### config.mk
export PLATFORM = sky130hd
export DESIGN_NAME = mac_sequencer
export DESIGN_NICKNAME = d
export VERILOG_FILES = /design/src/rtl/mac_sequencer.sv
export SDC_FILE = /design/constraint.sdc
export NUM_CORES = 1
export LEC_CHECK = 0
export CAP_MARGIN = 20
export CORE_MARGIN = 2
export CORE_UTILIZATION = 43
export CTS_CLUSTER_DIAMETER = 80
export CTS_CLUSTER_SIZE = 10
export DETAILED_ROUTE_END_ITERATION = 6
export HOLD_SLACK_MARGIN = 0.03
export PLACE_DENSITY = 0.78
export SETUP_SLACK_MARGIN = 0.1
export SYNTH_ARGS = -nofsm -noshare
export SYNTH_HDL_FRONTEND = slang
export SYNTH_SLANG_ARGS = --single-unit
### constraint.sdc
create_clock -name clk -period 4.7 [get_ports clk]
set_clock_uncertainty 0.05 [all_clocks]
set_input_delay 0.94 -clock clk [delete_from_list [all_inputs] [get_ports clk]]
set_output_delay 0.94 -clock clk [all_outputs]
set_load 0.01 [all_outputs]
### src/rtl/mac_sequencer.sv
// mac_sequencer: drives a pipelined P = A*B + C DSP slice through one
// dot product, feeding each partial sum back into C with 28-bit clamping.
module mac_sequencer #(
  parameter int DATA_W  = 16,
  parameter int C_W     = 28,
  parameter int P_W     = 34,
  parameter int MAC_LAT = 3,
  parameter int LEN_W   = 8
) (
  input  logic              clk,
  input  logic              rst,
  input  logic              start,
  input  logic [LEN_W-1:0]  len,
  input  logic [C_W-1:0]    bias,
  output logic              busy,
  input  logic              op_valid,
  output logic              op_ready,
  input  logic [DATA_W-1:0] op_a,
  input  logic [DATA_W-1:0] op_b,
  output logic              dsp_ce,
  output logic              dsp_sclr,
  output logic [DATA_W-1:0] dsp_a,
  output logic [DATA_W-1:0] dsp_b,
  output logic [C_W-1:0]    dsp_c,
  input  logic [P_W-1:0]    dsp_p,
  output logic              res_valid,
  input  logic              res_ready,
  output logic [P_W-1:0]    res_data,
  output logic              res_sat
);

  localparam int WC_W = $clog2(MAC_LAT + 1);

  typedef enum logic [2:0] {
    IDLE, CLR, ISSUE, WAIT, DONE
  } state_t;

  state_t state, state_n;

  logic [LEN_W-1:0] len_q;
  logic [LEN_W-1:0] cnt;
  logic [WC_W-1:0]  wcnt;
  logic [C_W-1:0]   acc_c;

  logic             hs;
  logic             last;
  logic [LEN_W:0]   cnt_inc;
  logic [P_W-C_W:0] p_hi;
  logic             ovf;
  logic [C_W-1:0]   p_clamp;

  assign hs      = op_valid & op_ready;
  assign cnt_inc = {1'b0, cnt} + (LEN_W+1)'(1);
  assign last    = (cnt_inc == {1'b0, len_q});

  // P fits in C only if all bits above the C sign bit match it
  assign p_hi    = dsp_p[P_W-1:C_W-1];
  assign ovf     = !((&p_hi) || !(|p_hi));
  assign p_clamp = !ovf ? dsp_p[C_W-1:0] :
                   dsp_p[P_W-1] ? {1'b1, {(C_W-1){1'b0}}}
                                : {1'b0, {(C_W-1){1'b1}}};

  always_ff @(posedge clk or posedge rst) begin
    if (rst) state <= IDLE;
    else     state <= state_n;
  end

  always_comb begin
    state_n   = state;
    busy      = 1'b1;
    op_ready  = 1'b0;
    dsp_ce    = 1'b0;
    dsp_sclr  = 1'b0;
    res_valid = 1'b0;
    unique case (state)
      IDLE: begin
        busy = 1'b0;
        if (start) state_n = (len != '0) ? CLR : DONE;
      end
      CLR: begin
        dsp_ce   = 1'b1;
        dsp_sclr = 1'b1;
        state_n  = ISSUE;
      end
      ISSUE: begin
        dsp_ce   = 1'b1;
        op_ready = 1'b1;
        if (op_valid) state_n = WAIT;
      end
      WAIT: begin
        dsp_ce = 1'b1;
        if (wcnt == '0) state_n = last ? DONE : ISSUE;
      end
      DONE: begin
        res_valid = 1'b1;
        if (res_ready) state_n = IDLE;
      end
      default: state_n = IDLE;
    endcase
  end

  always_ff @(posedge clk or posedge rst) begin
    if (rst) begin
      len_q    <= '0;
      cnt      <= '0;
      wcnt     <= '0;
      acc_c    <= '0;
      dsp_a    <= '0;
      dsp_b    <= '0;
      dsp_c    <= '0;
      res_data <= '0;
      res_sat  <= 1'b0;
    end else begin
      unique case (state)
        IDLE: begin
          if (start) begin
            res_sat <= 1'b0;
            if (len != '0) begin
              len_q <= len;
              acc_c <= bias;
              cnt   <= '0;
            end else begin
              res_data <= {{(P_W-C_W){bias[C_W-1]}}, bias};
            end
          end
        end
        ISSUE: begin
          if (hs) begin
            dsp_a <= op_a;
            dsp_b <= op_b;
            dsp_c <= acc_c;
            wcnt  <= WC_W'(MAC_LAT);
          end
        end
        WAIT: begin
          if (wcnt != '0) begin
            wcnt <= wcnt - WC_W'(1);
          end else if (last) begin
            res_data <= dsp_p;
          end else begin
            acc_c <= p_clamp;
            cnt   <= cnt + LEN_W'(1);
            if (ovf) res_sat <= 1'b1;
          end
        end
        default: ;
      endcase
    end
  end

endmodule

==> results of run 1 <==
## worst min path at each step
stage / startpoint / endpoint / slack [ns] / depth (start not counted)
6_report: dsp_a[15] / dsp_a[15] / 0.43 / 1
3_5_place_dp: dsp_c[3] / dsp_c[3] / 0.42 / 1
2_1_floorplan: wcnt[0] / wcnt[0] / 0.39 / 1
5_1_grt: dsp_c[3] / dsp_c[3] / 0.45 / 1
3_3_place_gp: wcnt[0] / wcnt[0] / 0.41 / 1
4_1_cts: dsp_c[3] / dsp_c[3] / 0.44 / 1
## cells by family (layout without fill, tap and decap cells)
kind of cell | after synthesis | in the layout | synth area share [%]
adder cells (fa/ha/maj) | 2 | 2 | 0.373
AO/OA/AOI/OAI | 194 | 194 | 21.2
multiplexers | 69 | 69 | 11.6
flip-flops | 144 | 144 | 53.8
buffers and inverters | 56 | 254 | 3.92
AND/OR/NAND/NOR | 99 | 99 | 8.36
XOR/XNOR | 6 | 6 | 0.784
## registers in the layout (all words and copies together), names as in the netlist
| register | cells |
|---|---|
| cnt | 8 |
| acc_c | 28 |
| dsp_a | 16 |
| dsp_c | 28 |
| res_sat | 1 |
| len_q | 8 |
| wcnt | 2 |
| dsp_b | 16 |
| res_data | 34 |
| state | 3 |
## placed cells by master (no fill, tap or decap), types with 2 or more instances in the layout
master,count
bufinv_16,3
nand2_1,15
a21oi_2,3
clkbuf_8,5
nor3_1,3
inv_1,8
and3_1,3
nand2b_1,7
clkbuf_1,2
o22ai_1,3
a32oi_1,2
a31oi_1,28
nand3_1,6
xnor2_1,3
o21a_1,2
o31ai_1,2
clkdlybuf4s50_1,206
mux2_1,66
buf_4,5
clkinv_2,2
o21ai_1,12
a21o_1,2
o22a_1,81
nor2_1,38
a2bb2oi_1,9
nor4_1,3
nand4_1,3
a21oi_1,9
o21ai_0,29
o211ai_1,4
clkbuf_16,17
clkinvlp_4,2
or3_1,3
dfrtp_1,144
nand3_4,2
nor2b_1,3
xor2_1,3
mux2_2,2
ha_1,2
## metal layers
metal / global-route usage, % / routed length (um) / up-vias
met5: 0 / 0 / -
met4: 10.9 / 591 / 0
met3: 6.40 / 1470 / 43
met2: 35.5 / 8730 / 263
met1: 32.7 / 8630 / 2671
li1: - / - / 2524
## where the power goes
part	internal, mW	leakage (nW)	switching [mW]
clock network	0.907	0.307	0.511
registers	1.84	1.64	0.426
logic	1.51	1.76	1.18
total	4.26	3.71	2.11
## area by class of cell
cell class	count	area share (%)
Clock buffer	24	5.29
Tap cell	188	2.48
Clock inverter	8	1.32
Timing Repair Buffer	213	22.5
Inverter	9	0.396
Multi-Input combinational cell	370	30.1
Sequential cell	144	38.0
==> run metrics, run 1 <==
Post-synth top cells=144 x dfrtp_1, 81 x o22a_1, 66 x mux2_1; Syn Nets=679; worst reg2reg setup slack=~1.3 ns; Levels on crit path=7; post-synthesis sequential area ratio=53.8%; area added between synthesis and finish=41.6%; CP startpoint=cnt[0]; fin cells=956; dpl ws=roughly 0.61 ns; CP bufs+invs=0; area share of the largest cell type after synthesis=53.8%; Slew Limit Headroom=between 30% and 40%; DR pass1 iterations=5; static leakage=3.71 nW; Total Routed Length=19400 um; CP endpoint=res_data[0]; Skew-Pair Late Insertion Delay=0.42 ns; Synth cell types=55; count of buffers from port buffering=between 200 and 250; Final min period=3.40 ns; Tcrit/Tclk final=72.4%; Critical Path Max Stage Delay=a little over 0.9 ns; Vias/cell=roughly 5.8; root buffer cell=clkbuf_16; DR vias=5501; Max Slew Vio Count=0; layout cells sized above 1=under 10%; nets=864; Sink Count=around 140; final antenna-violating net count=0; Achievable Freq=just under 0.3 GHz; # IOs=207; share of flip-flops with an asynchronous set or reset=100%; final hold vios=0; predominant post-synthesis flop cell=dfrtp_1; top cells by area, synth=dfrtp_1 54%, mux2_1 11%, o22a_1 11%; startpoint types=flip-flop; CTS Buffer Depth=2; largest net degree at the start of global routing=115; initial core utilization=44.1%; initial antenna violation count=1; run status=finished, final reports clean; worst-path maximum fanout=34; total track usage=23.8%; Worst Setup Path Type=flip-flop to flip-flop; # rows=between 40 and 50; yosys warns=0; Avg Inst Size Synth=11.8 um^2; synthesized flop and latch total=144; register area=0.00360 mm^2; CP max stage cell=a21oi_4; # fillers=roughly 1200; peak supply drop=379 uV; Synth Instances=570; Post-DP HPWL=13800 um; data arrival time of the worst path=3.70 ns; WL per Instance=~20 um; R2R depth=7; Post-CTS Setup Bufs=0; mapped cell area=0.00670 mm^2; worst min path class=flip-flop to flip-flop; die height=~130 um; vias in the first global route=5628; placer congestion estimate=0.882; power per cell area=between 600 and 700 mW/mm^2; # diodes=0; total power=6.38 mW; EDFF count, synth=0; Placed Cells=~920; Final Setup Violations=0; RSZ-0062 raised after global routing=no; max cap viols=0; # DRC=0; Die ar.=0.0166 mm^2; CTS tree=done; Final Core Density=62.4%; post-CTS sizing=0; hold buffers post-CTS=0; r2r startpoint=cnt[0]; CTS Buf Count=17; post-route cell area=0.00949 mm^2; initial DRC count=between 300 and 400; area of the multi-input gates=~0.0029 mm^2; FF-to-FF End=res_data[0]; grt ovf=0; leading area contributor after synthesis=dfrtp_1; first-pass GRT wire length=30400 um; count leader, synth=dfrtp_1; kind of cell adding the most delay to the critical path=compound AO/OA/AOI/OAI gates; WHS=roughly 0.43 ns; Least-Margin Pin Slew=0.920 ns; chip width=129 um; htree depth=4; Fin Setup TNS=0 ns; core box area=0.0152 mm^2; clock slew at reported path FFs=0.06 ns; WP data required=5.00 ns; endpoint class of the critical path=flip-flop; Post-DP Area=0.00885 mm^2; worst setup margin=1.30 ns; Cell Chain, Critical Path=ha_1 > nand3_4 > a211o_1 > a32o_1 > nand4b_4 > a21oi_4 > o22a_1
No activity file was read; power rests on OpenSTA's default activity.
==> inputs of run 2 (changes only) <==
--- a/config.mk
+++ b/config.mk
@@ -7,12 +7,12 @@
 export LEC_CHECK = 0
 export CAP_MARGIN = 20
 export CORE_MARGIN = 2
-export CORE_UTILIZATION = 43
+export CORE_UTILIZATION = 47
 export CTS_CLUSTER_DIAMETER = 80
 export CTS_CLUSTER_SIZE = 10
 export DETAILED_ROUTE_END_ITERATION = 6
 export HOLD_SLACK_MARGIN = 0.03
-export PLACE_DENSITY = 0.78
+export PLACE_DENSITY = 0.8
 export SETUP_SLACK_MARGIN = 0.1
 export SYNTH_ARGS = -nofsm -noshare
 export SYNTH_HDL_FRONTEND = slang
==> constraint.sdc (replaced) <==
create_clock -name clk -period 3.55 [get_ports clk]
set_clock_uncertainty 0.05 [all_clocks]
set_input_delay 0.71 -clock clk [delete_from_list [all_inputs] [get_ports clk]]
set_output_delay 0.71 -clock clk [all_outputs]
set_load 0.01 [all_outputs]
==> run 2 against run 1 <==
Net effect: global-route usage up 0.77 points; combinational power up 35%; sequential share of layout area down 0.10 points; clock power up 23%; clock-buffer cell count down 6; via count about the same; fmax up 19%; sequential power up 31%; register-to-register slack worse by 0.60 ns; total power up 31%; wire length down 4.7%; sequential cell count unchanged; largest cell class unchanged.
==> run metrics, run 2 (synthesis gave the netlist of run 1 again) <==
core box area=0.0139 mm^2; first-pass GRT wire length=28600 um; total power=8.34 mW; final hold vios=0; Worst Hold Path Cells=1; Final min period=2.85 ns; CTS tree=done; r2r startpoint=cnt[0]; layout cells sized above 1=8.15%; Least-Margin Pin Slew=0.669 ns; Final Setup Violations=0; chip width=123 um; Post-DP HPWL=~14000 um; WP data required=approximately 3.8 ns; power per cell area=876 mW/mm^2; Vias/cell=5.77; Max Slew Vio Count=0; hold buffers post-CTS=0; register area=0.00360 mm^2; FF-to-FF End=res_data[13]; # rows=43; Post-DP Area=0.00893 mm^2; hold wc startpoint=wcnt[0]; Worst Setup Path Type=flip-flop to flip-flop; endpoint class of the critical path=flip-flop; R2R depth=8; DR vias=5500; htree depth=4; count of buffers from port buffering=206; Cell Chain, Critical Path=ha_1 > nand3_4 > a211o_1 > a32o_1 > and3b_2 > nand3_4 > o22a_1 > o22a_1; placer congestion estimate=0.909; Total Routed Length=18500 um; # DRC=0; startpoint types=flip-flop; area of the multi-input gates=0.00285 mm^2; RSZ-0062 raised after global routing=no; initial core utilization=a little under 50%; Largest regs=res_data x34, acc_c x28, dsp_c x28; Sink Count=between 100 and 150; root buffer cell=clkbuf_16; die height=123 um; area added between synthesis and finish=42.0%; Post-CTS Setup Bufs=0; Largest register FFs=34; run status=finished, final reports clean; nets=869; peak supply drop=468 uV; most common cell after layout, fill and taps aside=clkdlybuf4s50_1; Achievable Freq=around 0.35 GHz; Die ar.=0.0152 mm^2; # fillers=1006; worst min path class=flip-flop to flip-flop; kind of cell adding the most delay to the critical path=compound AO/OA/AOI/OAI gates; WL per Instance=19.4 um; CP bufs+invs=0; CTS Buf Count=17; hold endpoint=wcnt[0]; max cap viols=0; # diodes=0; CP max stage cell=dfrtp_1; # IOs=207; static leakage=3.72 nW; CTS Buffer Depth=2; most frequent cells in the layout=206 x clkdlybuf4s50_1, 144 x dfrtp_1, 81 x o22a_1; Slew Limit Headroom=approximately 55%; worst-path maximum fanout=34; initial antenna violation count=0; total track usage=between 20% and 30%; data arrival time of the worst path=just over 3 ns; Skew-Pair Late Insertion Delay=roughly 0.41 ns; Critical Path Max Stage Delay=approximately 0.46 ns; largest net degree at the start of global routing=69; initial DRC count=around 440; post-CTS sizing=0; clock slew at reported path FFs=around 0.060 ns; Tcrit/Tclk final=80.3%; post-route cell area=0.00952 mm^2; Fin Setup TNS=0 ns; DR pass1 iterations=5; vias in the first global route=5369; worst reg2reg setup slack=approximately 0.70 ns; final antenna-violating net count=0; largest reg by FF count=res_data; grt ovf=0
[run 2: layer usage]
layer	share of wire [%]	track usage (%)
met1	43	33.7
met2	46	38.0
met3	7.7	5.86
met4	2.5	9.30
met5	0	0
[run 2: how the worst max path moves through the flow]
| stage | startpoint | endpoint | cells past startpoint |
|---|---|---|---|
| 2_1_floorplan | rst | acc_c[0] | 1 |
| 3_3_place_gp | cnt[0] | cnt[0] | 8 |
| 3_5_place_dp | dsp_p[30] | acc_c[17] | 8 |
| 4_1_cts | cnt[0] | res_data[2] | 8 |
| 5_1_grt | cnt[0] | res_data[8] | 8 |
| 6_report | cnt[0] | res_data[13] | 8 |
[run 2: cell type report]
class,instances,area share (%)
tap,180,2.37
clock buffer,18,4.62
sequential,144,37.9
multi-input combinational,370,30.0
timing repair buffer,218,23.2
inverter,9,0.394
clock inverter,14,1.55
[run 2: power by group]
part / internal [mW] / switching, mW / leakage [nW] / total, mW
clock network: 1.01 / 0.737 / 0.283 / 1.74
logic: 2.03 / 1.59 / 1.79 / 3.62
registers: 2.44 / 0.538 / 1.64 / 2.98
total: 5.47 / 2.87 / 3.72 / 8.34
[run 2: metrics by stage]
stage	std cells	util [%]	hold slack [ns]	setup WS, ns
after floorplan	570	-	0.395	0.985
after global placement	920	64.2	0.408	0.636
after detailed placement	921	64.3	0.423	0.608
after CTS	953	68.6	0.432	0.711
after global routing	953	68.6	0.448	0.523
final	953	68.6	0.431	0.700
